File: config.mk
export PLATFORM = sky130hd
export DESIGN_NAME = bank_cmd_issuer
export DESIGN_NICKNAME = d
export VERILOG_FILES = /design/src/rtl/bank_cmd_issuer.sv
export SDC_FILE = /design/constraint.sdc
export NUM_CORES = 1
export LEC_CHECK = 0
export CAP_MARGIN = 25
export CORE_ASPECT_RATIO = 0.75
export CORE_MARGIN = 4
export CORE_UTILIZATION = 25
export CTS_CLUSTER_DIAMETER = 120
export DETAILED_ROUTE_END_ITERATION = 16
export GPL_TIMING_DRIVEN = 1
export PLACE_DENSITY = 0.49
export SYNTH_ARGS = -nofsm -noshare
export SYNTH_HDL_FRONTEND = slang
export SYNTH_SLANG_ARGS = --single-unit
File: constraint.sdc
create_clock -name clk -period 3.01 [get_ports clk]
set_input_delay 0.602 -clock clk [delete_from_list [all_inputs] [get_ports clk]]
set_output_delay 0.602 -clock clk [all_outputs]
set_load 0.01 [all_outputs]
File: src/rtl/bank_cmd_issuer.sv
// Single-bank DRAM command issuer: ACT/RD/WR/PR/REF sequencing, open-row tracking, periodic
// refresh and read-data window. Define AUTO_PRECHARGE_EN for closed-page (auto-precharge) mode.
module bank_cmd_issuer #(
  parameter int T_CL   = 17,
  parameter int T_RCD  = 17,
  parameter int T_RP   = 17,
  parameter int T_RFC  = 34,
  parameter int T_REFI = 3900,
  parameter int BL     = 8,
  parameter int ROW_W  = 16
) (
  input  logic             clk,
  input  logic             rst,
  input  logic             req_valid,
  output logic             req_ready,
  input  logic             req_write,
  input  logic [ROW_W-1:0] req_row,
  output logic             cmd_act,
  output logic             cmd_rd,
  output logic             cmd_wr,
  output logic             cmd_pr,
  output logic             cmd_ref,
  output logic             cmd_ap,
  output logic [ROW_W-1:0] cmd_row,
  output logic             rd_window,
  output logic             open_row_valid,
  output logic             busy
);

  if (T_CL < 1 || T_CL > 255 || T_RCD < 1 || T_RCD > 255 || T_RP < 1 || T_RP > 255 ||
      T_RFC < 1 || T_RFC > 255 || T_REFI < 2 || T_REFI > 65535 || BL < 1 || BL > 255 ||
      ROW_W < 1) begin : g_bad_param
    $error("bank_cmd_issuer: parameter out of legal range");
  end

`ifdef AUTO_PRECHARGE_EN
  localparam bit AP = 1'b1;
`else
  localparam bit AP = 1'b0;
`endif

  localparam logic [7:0]  RCD_LD  = 8'(T_RCD - 1);
  localparam logic [7:0]  RP_LD   = 8'(T_RP - 1);
  localparam logic [7:0]  RFC_LD  = 8'(T_RFC - 1);
  localparam logic [7:0]  BL_LD   = 8'(BL - 1);
  localparam logic [15:0] REFI_LD = 16'(T_REFI - 1);

  typedef enum logic [2:0] {
    S_IDLE, S_ACT_WAIT, S_ACTIVE, S_BURST, S_PRE_WAIT, S_REF_WAIT
  } state_t;

  state_t             state_q, state_d;
  logic [7:0]         wait_q, wait_d;
  logic [15:0]        refi_q;
  logic               ref_pend_q;
  logic               cmd_act_q, cmd_act_d, cmd_rd_q, cmd_rd_d, cmd_wr_q, cmd_wr_d;
  logic               cmd_pr_q, cmd_pr_d, cmd_ref_q, cmd_ref_d, cmd_ap_q, cmd_ap_d;
  logic [ROW_W-1:0]   cmd_row_q, cmd_row_d, pend_row_q, pend_row_d;
  logic               pend_wr_q, pend_wr_d, pend_q, pend_d;
  logic               orv_q, orv_d;
  logic [T_CL-1:0]    rd_dly_q;
  logic               win_q;
  logic [7:0]         win_cnt_q;

  logic ref_req, col_open, accept, active_step, col_issue, col_wr, ref_clr;

  // A counter expiry blocks new work in the same cycle it is seen, not one cycle later.
  assign ref_req  = ref_pend_q | (refi_q == '0);
  // The last burst cycle already satisfies column spacing, so it doubles as an ACTIVE decision point.
  assign col_open = !AP && ((state_q == S_ACTIVE) || (state_q == S_BURST && wait_q == '0));
  assign req_ready = !ref_req && ((state_q == S_IDLE) || col_open);
  assign accept    = req_valid && req_ready;

  always_comb begin
    state_d     = state_q;
    wait_d      = wait_q;
    cmd_act_d   = 1'b0;
    cmd_rd_d    = 1'b0;
    cmd_wr_d    = 1'b0;
    cmd_pr_d    = 1'b0;
    cmd_ref_d   = 1'b0;
    cmd_ap_d    = 1'b0;
    cmd_row_d   = cmd_row_q;
    pend_row_d  = pend_row_q;
    pend_wr_d   = pend_wr_q;
    pend_d      = pend_q;
    orv_d       = orv_q | cmd_act_q;
    active_step = 1'b0;
    col_issue   = 1'b0;
    col_wr      = 1'b0;
    ref_clr     = 1'b0;
    case (state_q)
      S_IDLE: begin
        if (ref_req) begin
          cmd_ref_d = 1'b1;
          state_d   = S_REF_WAIT;
          wait_d    = RFC_LD;
        end else if (accept) begin
          cmd_act_d = 1'b1;
          cmd_row_d = req_row;
          pend_wr_d = req_write;
          state_d   = S_ACT_WAIT;
          wait_d    = RCD_LD;
        end
      end
      S_ACT_WAIT: begin
        if (wait_q == '0) begin
          col_issue = 1'b1;
          col_wr    = pend_wr_q;
        end else wait_d = wait_q - 8'd1;
      end
      S_BURST: begin
        if (wait_q != '0) wait_d = wait_q - 8'd1;
        else if (AP) begin
          state_d = S_PRE_WAIT;
          wait_d  = RP_LD;
          orv_d   = 1'b0;
        end else active_step = 1'b1;
      end
      S_ACTIVE: active_step = 1'b1;
      S_PRE_WAIT: begin
        if (wait_q != '0) wait_d = wait_q - 8'd1;
        else if (pend_q) begin
          cmd_act_d = 1'b1;
          cmd_row_d = pend_row_q;
          pend_d    = 1'b0;
          state_d   = S_ACT_WAIT;
          wait_d    = RCD_LD;
        end else if (AP) state_d = S_IDLE;
        else begin
          cmd_ref_d = 1'b1;
          state_d   = S_REF_WAIT;
          wait_d    = RFC_LD;
        end
      end
      S_REF_WAIT: begin
        if (wait_q != '0) wait_d = wait_q - 8'd1;
        else begin
          state_d = S_IDLE;
          ref_clr = 1'b1;
          orv_d   = 1'b0;
        end
      end
      default: state_d = S_IDLE;
    endcase

    if (active_step) begin
      state_d = S_ACTIVE;
      if (ref_req) begin
        cmd_pr_d = 1'b1;
        orv_d    = 1'b0;
        pend_d   = 1'b0;
        state_d  = S_PRE_WAIT;
        wait_d   = RP_LD;
      end else if (accept) begin
        if (req_row == cmd_row_q) begin
          col_issue = 1'b1;
          col_wr    = req_write;
        end else begin
          cmd_pr_d   = 1'b1;
          orv_d      = 1'b0;
          pend_d     = 1'b1;
          pend_row_d = req_row;
          pend_wr_d  = req_write;
          state_d    = S_PRE_WAIT;
          wait_d     = RP_LD;
        end
      end
    end

    if (col_issue) begin
      cmd_rd_d = !col_wr;
      cmd_wr_d = col_wr;
      cmd_ap_d = AP;
      state_d  = S_BURST;
      wait_d   = BL_LD;
    end
  end

  always_ff @(posedge clk) begin
    if (rst) begin
      state_q    <= S_IDLE;
      wait_q     <= '0;
      refi_q     <= REFI_LD;
      ref_pend_q <= 1'b0;
      cmd_act_q  <= 1'b0;
      cmd_rd_q   <= 1'b0;
      cmd_wr_q   <= 1'b0;
      cmd_pr_q   <= 1'b0;
      cmd_ref_q  <= 1'b0;
      cmd_ap_q   <= 1'b0;
      cmd_row_q  <= '0;
      pend_row_q <= '0;
      pend_wr_q  <= 1'b0;
      pend_q     <= 1'b0;
      orv_q      <= 1'b0;
      rd_dly_q   <= '0;
      win_q      <= 1'b0;
      win_cnt_q  <= '0;
    end else begin
      state_q    <= state_d;
      wait_q     <= wait_d;
      refi_q     <= (refi_q == '0) ? REFI_LD : refi_q - 16'd1;
      ref_pend_q <= (refi_q == '0) | (ref_pend_q & ~ref_clr);
      cmd_act_q  <= cmd_act_d;
      cmd_rd_q   <= cmd_rd_d;
      cmd_wr_q   <= cmd_wr_d;
      cmd_pr_q   <= cmd_pr_d;
      cmd_ref_q  <= cmd_ref_d;
      cmd_ap_q   <= cmd_ap_d;
      cmd_row_q  <= cmd_row_d;
      pend_row_q <= pend_row_d;
      pend_wr_q  <= pend_wr_d;
      pend_q     <= pend_d;
      orv_q      <= orv_d;
      // RD pulse delayed by T_CL; each arrival (re)starts a BL-long window so overlaps merge.
      rd_dly_q   <= (rd_dly_q << 1) | T_CL'(cmd_rd_d);
      if (rd_dly_q[T_CL-1]) begin
        win_q     <= 1'b1;
        win_cnt_q <= BL_LD;
      end else if (win_cnt_q != '0) win_cnt_q <= win_cnt_q - 8'd1;
      else win_q <= 1'b0;
    end
  end

  assign cmd_act        = cmd_act_q;
  assign cmd_rd         = cmd_rd_q;
  assign cmd_wr         = cmd_wr_q;
  assign cmd_pr         = cmd_pr_q;
  assign cmd_ref        = cmd_ref_q;
  assign cmd_ap         = cmd_ap_q;
  assign cmd_row        = cmd_row_q;
  assign rd_window      = win_q;
  assign open_row_valid = orv_q;
  assign busy           = (state_q != S_IDLE) && (state_q != S_ACTIVE);

endmodule

Word-level counts from Yosys, hierarchy flattened
Index checks and enable logic that the tools add are counted.
{"block": "classes", "add_sub_neg": 3, "eq_ne": 20, "n_mux": 79, "bitwise": 10, "reduce_logical": 27}
{"cell": "8-bit two-way mux", "count": 9}
{"cell": "16-bit two-way mux", "count": 4}
{"cell": "1-bit two-way mux", "count": 46}
{"cell": "3-bit two-way mux", "count": 12}
{"cell": "16-bit one-hot mux with 2 select lines", "count": 1}
{"cell": "8-bit one-hot mux with 4 select lines", "count": 1}
{"cell": "17-bit by 1-bit bitwise OR with 17-bit output", "count": 1}
{"cell": "16-bit equality test", "count": 1}
{"cell": "16-bit zero test", "count": 1}
{"cell": "8-bit nonzero test", "count": 2}
{"cell": "16-bit by 1-bit subtractor with 16-bit output, second input constant", "count": 1}
{"cell": "8-bit by 1-bit subtractor with 8-bit output, second input constant", "count": 2}
{"cell": "4-bit != test, second input constant", "count": 3}
{"cell": "3-bit one-hot mux with 4 select lines", "count": 1}
{"cell": "4-bit AND reduction", "count": 3}
{"cell": "2-bit OR reduction", "count": 6}
{"cell": "2-bit != test, second input constant", "count": 5}
{"cell": "8-bit zero test", "count": 1}
{"cell": "3-bit by 2-bit equality test with 1-bit output, second input constant", "count": 2}
{"cell": "3-bit equality test, second input constant", "count": 2}
{"cell": "6-bit two-way mux", "count": 1}
{"cell": "3-bit != test, second input constant", "count": 2}
{"cell": "1-bit one-hot mux with 2 select lines", "count": 3}
{"cell": "5-bit != test, second input constant", "count": 1}
{"cell": "other kinds (16)", "count": 28}
{"block": "totals", "register_bits": 94, "input_bits": 20, "out_inout_bits": 26, "word_cells": 159}

Longest topological paths before layout
Gate-level depths: netlist of the first run.
{"block": "depth", "word_depth": 14, "mapped_depth": 11, "ltp_nobuf": 8}

Worst setup path after synthesis of the first run
OpenSTA, ideal clock, no wires.
{"block": "synth_timing", "path_kind": "register to register", "start": "register refi_q[0]", "end": "register refi_q[14]", "setup_ns": 0.115, "arrival_ns": 2.414, "setup_slack_ns": 0.482, "stages_incl_launch_ff": 9, "n_path_buf": 0, "synth_period_minus_slack_ns": 2.528, "cell_sequence": "dfxtp_1 -> inv_1 -> ha_1 -> or4b_4 -> or3_4 -> or4_4 -> or3b_1 -> xnor2_1 -> and2_1"}
{"block": "synth_via", "elab_chain_len": 2, "elab_cells_between_ends": 3}
{"element": "from (decl)", "line": "54", "source": "logic [15:0] refi_q;"}
{"element": "from (signal assigned)", "line": "203", "source": "refi_q <= (refi_q == '0) ? REFI_LD : refi_q - 16'd1;"}
{"element": "branches (longest 2 deep; another with 16-bit by 1-bit subtractor with 16-bit output)"}
Several ways; the timed one is not identified.
A chain may end at the register's enable or synchronous reset.

Worst setup path in the final report of the first run
{"block": "layout_timing", "start": "register refi_q[0]", "end": "output port req_ready"}
{"block": "layout_via", "elab_chain_len": 4}
{"element": "16-bit zero test", "line": "68", "source": "assign ref_req = ref_pend_q | (refi_q == '0);"}
{"element": "1-bit bitwise OR", "line": "68"}
{"element": "1-bit zero test", "line": "71", "source": "assign req_ready = !ref_req && ((state_q == S_IDLE) || col_open);"}
{"element": "1-bit logical AND", "line": "71"}
{"element": "to (decl)", "line": "15", "source": "output logic req_ready,"}
Every way passes these cells.

==> results.md, run 1 <==
- HP Class: flip-flop to flip-flop
- Distinct cell type count after synthesis: 49
- Placed inst area: 4780 um^2
- Worst vdd ir: 0.345 mV
- Die Outline Area: 18300 um^2
- Worst stage delay on the critical path: 0.50 ns
- Flop-to-flop setup slack: 0.36 ns
- I/O pin count: 46
- Register-to-Register Path Depth: 9
- Synthesized area per cell: 8.66 um^2
- Remaining number of nets flagged by the antenna check after routing: 0
- Total track usage: 11.3%
- Ordered cell list for the critical path: inv_1 -> ha_1 -> or4b_4 -> nand4b_1 -> nand2_1 -> nor3_1 -> dlygate4sd2_1
- Root buffer cell: sky130_fd_sc_hd__clkbuf_16
- Synth Cell Area: 4040 um^2
- Number of iterations in the first detailed-routing pass: 4
- Clock transition time at the flip-flop clock pins of the worst setup and hold paths: 0.06 ns
- Max-slew violations: 0
- H-tree depth: 3
- Class of the most critical setup path: flip-flop to output port
- Req. time, crit path: 2.41 ns
- Post-route worst setup slack: 0.159 ns
- Number of buffers created by CTS: 9
- Final Critical Period: 2.85 ns
- Area of the multi-input gates: 2050 um^2
- Setup Slack @ Placement: 0.0571 ns
- Instance count of the mapped netlist: 467
- Destination of the critical timing path: req_ready
- Leading cell types in the layout, fill and taps excluded: 93 x sky130_fd_sc_hd__dfxtp_1, 66 x sky130_fd_sc_hd__nand2_1, 65 x sky130_fd_sc_hd__nor2_1
- Post-synthesis sequential area ratio: 46.0%
- Unrepaired setup endpoints after global routing: no
- Share of flip-flops with an asynchronous set or reset after synthesis: 0%
- Final setup skew: 0.00911 ns
- Area growth syn-to-layout: 26.5%
- Reg-to-reg critical path endpoint: cmd_row[13]
- Synth Register Bits: 93
- HPWL after detailed placement: 7220 um
- Vertical die dimension: 118 um
- Count of max-cap constraint violations: 0
- Reg-to-Reg Start: refi_q[0]
- GPL Wtd Cong: 0.857
- Leak Pwr: 2.04 nW
- Clock network latency to the later pin of the worst-skew pair: 0.34 ns
- Setup tns final: 0 ns
- Die width: 155 um
- Maximum frequency from static timing analysis: 351 MHz
- Total power consumption of the routed design: 4.59 mW
- Power per cell area: 898 nW/um^2
- Buffers and inverters on the worst path: 2
- First-pass GRT wire length: 17100 um
- Maximum number of pins on one net before global-route repair: 33
- Arrival time at the worst endpoint: 2.25 ns
- Finished layout cell area: 5110 um^2
- Number of vias in the routed layout: 3427
- TritonCTS clock tree: done
- Number of gates on the worst path with buffers counted: 7
- Number of buffers between clock root and the deepest sink: 2
- ANT cells: 0
- Fraction of layout instances using a drive strength above 1: 8.41%
- Run status: complete, no violations
- Vias in the first global route: 3380
- Leading cell type in the layout, fill and taps excluded: sky130_fd_sc_hd__dfxtp_1
- Drt via density: 4.71
- CP Launch Type: flip-flop
- Headroom to the max-slew limit: 61.5%
- Maximum fanout along the worst path: 5
- Effective utilization at floorplan: 26.1%
- Most used flip-flop cell after synthesis: sky130_fd_sc_hd__dfxtp_1
- Area of the core region: 15500 um^2
- Setup crit start: refi_q[0]
- Cell Rows: 39
- Total number of nets in the final design: 541
- Average detailed-routed wire length per instance: 13.7 um
- Final worst path period share: 94.7%
- Final routed wirelength across all metal layers: 10000 um
- Number of filler cells placed in the layout: 1622
- Final global-route overflow total: 0
- Cell type group with the largest total delay on the critical path: simple AND/OR/NAND/NOR gates
- Critical Path Sink Type: output port
- Number of flops mapped to enable cells by yosys: 0
- Yosys warning count: 0
- Iteration-0 DRC Markers: 300
- DRC errors left: 0
- Critical-path top delay cell: sky130_fd_sc_hd__or4b_4
- Number of setup violations in the final report: 0
- Worst-Margin Slew: 0.573 ns
- Syn Nets: 490
- CTS sink count: 93
- Reg area: 1860 um^2
- IO Port Bufs: 44
- Antenna violations before repair: 0
- Number of hold violations in the final report: 0
==> cells in the mapped netlist, drive strengths merged, types with 11 or more instances <==
library cell   n  area (um^2)
a311oi        17          149
mux2i         16          160
dfxtp         93         1860
nand2         66          248
nor2          65          244
clkbuf        19         71.3
nor3          14         70.1
xnor2         12          105
a21oi         20          100
xor2          24          210
nor4          11         75.1
nor2b         18          113
==> how the worst min path moves through the flow <==
stage,start,to,slack (ns),cells past startpoint
after CTS,refi_q[0],refi_q[0],0.41,1
after global placement,refi_q[0],refi_q[0],0.39,1
after global routing,refi_q[0],refi_q[0],0.43,1
after floorplan,refi_q[0],refi_q[0],0.38,1
final,refi_q[0],refi_q[0],0.40,1
after detailed placement,refi_q[0],refi_q[0],0.39,1
==> worst reg2reg max path: cells and delay by family (launching register included) <==
kind	cells	cell delay (ns)
and+or+nand+nor	4	1.07
AOI/OAI and AO/OA	2	0.50
buffers and inverters	2	0.40
DFF	1	0.35
adders and majority gates	1	0.23
==> cell type report <==
| type | count | area share (%) |
|---|---|---|
| tap | 205 | 5.02 |
| sequential | 93 | 36.4 |
| timing repair buffer | 62 | 11.4 |
| inverter | 10 | 0.734 |
| clock inverter | 6 | 1.69 |
| clock buffer | 10 | 4.67 |
| multi-input combinational | 342 | 40.1 |
==> flip-flops by register name, summed over array words and instances (netlist names), 3 cells and up <==
name / cells
pend_row_q: 16
refi_q: 16
win_cnt_q: 8
cmd_row: 16
wait_q: 8
state_q: 3
rd_dly_q: 17
==> metrics by stage <==
stage	instances	hold WS [ns]	util (%)
finish	728	0.403	33.0
global route	728	0.427	33.0
CTS	728	0.409	33.0
detailed placement	711	0.395	30.8
global placement	711	0.388	30.8
floorplan	467	0.379	-
==> power by group <==
| part | internal, mW | total (mW) | switching, mW | leakage (nW) |
|---|---|---|---|---|
| registers | 1.45 | 1.68 | 0.223 | 0.758 |
| clock network | 0.749 | 1.23 | 0.476 | 0.158 |
| logic | 0.765 | 1.69 | 0.927 | 1.13 |
| total | 2.97 | 4.59 | 1.63 | 2.04 |
==> cell families after synthesis <==
logic type               count (synthesis)  share of synthesized area [%]
AND/OR/NAND/NOR                        213                           25.4
flip-flops                              93                           46.0
AO/OA/AOI/OAI                           73                           12.5
XOR/XNOR                                36                           7.80
buffers and inverters                   32                           3.25
multiplexers                            16                           3.96
adder cells (fa/ha/maj)                  3                          0.928
other                                    1                         0.0927
==> timing repair <==
item | in CTS | in global routing
hold buffers | 0 | 0
endpoints found under the hold margin | 0 | 0
endpoints found under the setup margin | 1 | 0
resized for setup | 1 | 0
buffers inserted | 1 | 0
==> metal layers <==
metal  global-route usage, %  wire length, um  part of all wire (%)  up-vias
met4                    4.19              145                   1.4        0
met1                    16.5             5150                    51     1618
met5                       0                0                     0        -
li1                        -                -                     -     1721
met3                    3.36              604                   6.0       12
met2                    15.7             4110                    41       76
Power figures use the tool's default switching activity.
==> inputs of run 2 (changes only) <==
--- a/config.mk
+++ b/config.mk
@@ -7,7 +7,7 @@
 export LEC_CHECK = 0
 export CAP_MARGIN = 25
 export CORE_ASPECT_RATIO = 0.75
-export CORE_MARGIN = 4
+export CORE_MARGIN = 1
 export CORE_UTILIZATION = 25
 export CTS_CLUSTER_DIAMETER = 120
 export DETAILED_ROUTE_END_ITERATION = 16
==> run 2 against run 1 <==
  * Clock skew increased by 0.0015 ns
  * Sequential cell count unchanged
  * Sequential share of layout area shrank 0.22 points
  * Sequential power is essentially flat
  * Power shrank 0.99%
  * Global-route usage grew 1.0 points
  * Clock power hardly changed
  * Core utilization grew 0.23 points
  * First-iteration DRC count is 18% higher
  * Largest cell class unchanged
==> results.md, run 2 (same netlist as run 1, synthesis figures left out) <==
- Worst-Margin Slew: 0.588 ns (+0.0155 ns)
- Register-to-Register Path Depth: 14 (+5)
- Maximum fanout along the worst path: 5 (unchanged)
- Total track usage: 12.4% (+1.0 points)
- Final global-route overflow total: 0 (unchanged)
- Hold Path Stages: 1 (unchanged)
- Area of the core region: 15500 um^2 (unchanged)
- I/O pin count: 46 (unchanged)
- Number of buffers created by CTS: 9 (unchanged)
- Clock network latency to the later pin of the worst-skew pair: 0.34 ns (about the same)
- DRC errors left: 0 (unchanged)
- Drt via density: 4.73 (+0.46%)
- Placed cell count: 710 (-0.14%)
- Root buffer cell: sky130_fd_sc_hd__clkbuf_16
- Leak Pwr: 2.06 nW (+0.63%)
- CTS sink count: 93 (unchanged)
- Vias in the first global route: 3242 (-4.1%)
- TritonCTS clock tree: done
- Vertical die dimension: 112 um (-5.1%)
- Final setup skew: 0.0106 ns (+0.00152 ns)
- IO Port Bufs: 44 (unchanged)
- Non-filler cells, final: 731 (+0.41%)
- Leading cell types in the layout, fill and taps excluded: 92 x sky130_fd_sc_hd__dfxtp_1, 66 x sky130_fd_sc_hd__nand2_1, 65 x sky130_fd_sc_hd__nor2_1
- Area growth syn-to-layout: 27.3%
- Number of buffers between clock root and the deepest sink: 2 (unchanged)
- Power per cell area: 883 nW/um^2 (-1.7%)
- NetSw: 1.62 mW (-0.36%)
- GPL Wtd Cong: 0.856 (about the same)
- HPWL after detailed placement: 7000 um (-3.0%)
- Final worst path period share: 95.3% (+0.62 points)
- Maximum frequency from static timing analysis: 349 MHz (-0.65%)
- Average detailed-routed wire length per instance: 13.6 um (-1.2%)
- Class of the most critical setup path: flip-flop to output port
- Final routed wirelength across all metal layers: 9930 um (-0.75%)
- Worst vdd ir: 0.357 mV (+3.6%)
- Critical Path Sink Type: output port
- Count of max-cap constraint violations: 0 (unchanged)
- Power share of the combinational group: 36.8% (about the same)
- Run status: complete, no violations
- Part of the power in registers: 36.8% (+0.3 points)
- Antenna violations before repair: 0 (unchanged)
- Register with the most flip-flops: rd_dly_q
- Reg-to-Reg Start: refi_q[0]
- First-pass GRT wire length: 16300 um (-4.6%)
- Number of hold violations in the final report: 0 (unchanged)
- Total number of nets in the final design: 544 (+0.55%)
- CP Launch Type: flip-flop
- Final Critical Period: 2.87 ns (+0.0186 ns)
- ANT cells: 0 (unchanged)
- HP Class: flip-flop to flip-flop
- Headroom to the max-slew limit: 60.4% (-1.0 points)
- Unrepaired setup endpoints after global routing: no
- Arrival time at the worst endpoint: 2.27 ns (+0.02 ns)
- Die width: 149 um (-3.9%)
- Maximum number of pins on one net before global-route repair: 34 (+3.0%)
- Cell internal pwr: 2.93 mW (-1.3%)
- Remaining number of nets flagged by the antenna check after routing: 0 (unchanged)
- Number of setup violations in the final report: 0 (unchanged)
- Setup crit start: refi_q[0]
- Flip-flop count of the largest register after layout: 17 (unchanged)
- Fraction of power consumed by the clock network: 26.4% (-0.3 points)
- Setup tns final: 0 ns (unchanged)
- Hold Path Origin: refi_q[0]
- Die Outline Area: 16700 um^2 (-8.8%)
- H-tree depth: 3 (unchanged)
- Req. time, crit path: 2.41 ns (about the same)
- Fraction of layout instances using a drive strength above 1: 10.1% (+1.7 points)
- Cell Rows: 39 (unchanged)
- Number of iterations in the first detailed-routing pass: 5 (+1)
- Max-slew violations: 0 (unchanged)
- Iteration-0 DRC Markers: 355 (+18%)
- Number of vias in the routed layout: 3457 (+0.88%)
- Clock transition time at the flip-flop clock pins of the worst setup and hold paths: 0.06 ns (about the same)
- Effective utilization at floorplan: 26.1% (unchanged)
- Leading cell type in the layout, fill and taps excluded: sky130_fd_sc_hd__dfxtp_1
- Switching portion of total power: 35.6% (+0.23 points)
-- run 2: area by class of cell --
cell class	instances	area [um^2]
fillers	1582	10400
clock buffers	10	229
inverters	10	37.5
multi-input cells	342	2080
clock inverters	6	86.3
flip-flops and latches	93	1860
well taps	205	256
repair buffers	65	592
-- run 2: critical path: stages (launching register included) --
cell	delay, ns
sky130_fd_sc_hd__dfxtp_2	0.33
sky130_fd_sc_hd__inv_1	0.06
sky130_fd_sc_hd__ha_2	0.19
sky130_fd_sc_hd__or4b_4	0.49
sky130_fd_sc_hd__nand4b_1	0.27
sky130_fd_sc_hd__nand2_1	0.19
sky130_fd_sc_hd__nor3_1	0.10
sky130_fd_sc_hd__dlygate4sd2_1	0.30
-- run 2: per-stage QoR --
| step | util, % | hold slack [ns] | setup WS [ns] | cell area, um^2 | total power, mW |
|---|---|---|---|---|---|
| floorplan | - | 0.379 | 0.482 | 4040 | 2.76 |
| global placement | 30.7 | 0.391 | -0.0952 | 4760 | 3.33 |
| detailed placement | 30.7 | 0.401 | -0.0180 | 4760 | 3.33 |
| CTS | 33.0 | 0.416 | 0.0305 | 5120 | 4.56 |
| global route | 33.2 | 0.433 | 0.00838 | 5150 | 4.84 |
| finish | 33.2 | 0.406 | 0.141 | 5150 | 4.55 |
-- run 2: layer usage --
| metal | vias up | track usage, % | part of all wire [%] |
|---|---|---|---|
| li1 | 1721 | - | - |
| met1 | 1634 | 17.3 | 51 |
| met2 | 89 | 18.3 | 42 |
| met3 | 13 | 3.17 | 5.3 |
| met4 | 0 | 4.35 | 1.6 |
| met5 | - | 0 | 0 |
-- run 2: power by group through the flow --
| stage | clock [mW] | combinational [mW] | sequential [mW] |
|---|---|---|---|
| floorplan | 0 | 1.08 | 1.68 |
| global placement | 0 | 1.64 | 1.69 |
| detailed placement | 0 | 1.64 | 1.69 |
| CTS | 1.24 | 1.65 | 1.67 |
| global route | 1.29 | 1.85 | 1.70 |
| finish | 1.20 | 1.68 | 1.67 |
-- run 2: path summary, 6_finish.rpt --
check             slack, ns         to
setup / recovery       0.14  req_ready
setup reg to reg       0.14  wait_q[7]
hold reg to reg        0.41  refi_q[0]
hold / removal         0.41  refi_q[0]
-- run 2: timing repair --
action / CTS / global route
endpoints found under the setup margin: 1 / 10
hold buffers: 0 / 0
pin swaps: 1 / 2
buffers inserted: 5 / 0
gates resized for setup: 2 / 8
==> inputs of run 3 (changes only) <==
--- a/config.mk
+++ b/config.mk
@@ -13,6 +13,7 @@
 export DETAILED_ROUTE_END_ITERATION = 16
 export GPL_TIMING_DRIVEN = 1
 export PLACE_DENSITY = 0.49
+export SLEW_MARGIN = 30
 export SYNTH_ARGS = -nofsm -noshare
 export SYNTH_HDL_FRONTEND = slang
 export SYNTH_SLANG_ARGS = --single-unit
==> results of run 3 <==
The final DEF is identical to that of run 2; final timing and power are the same.
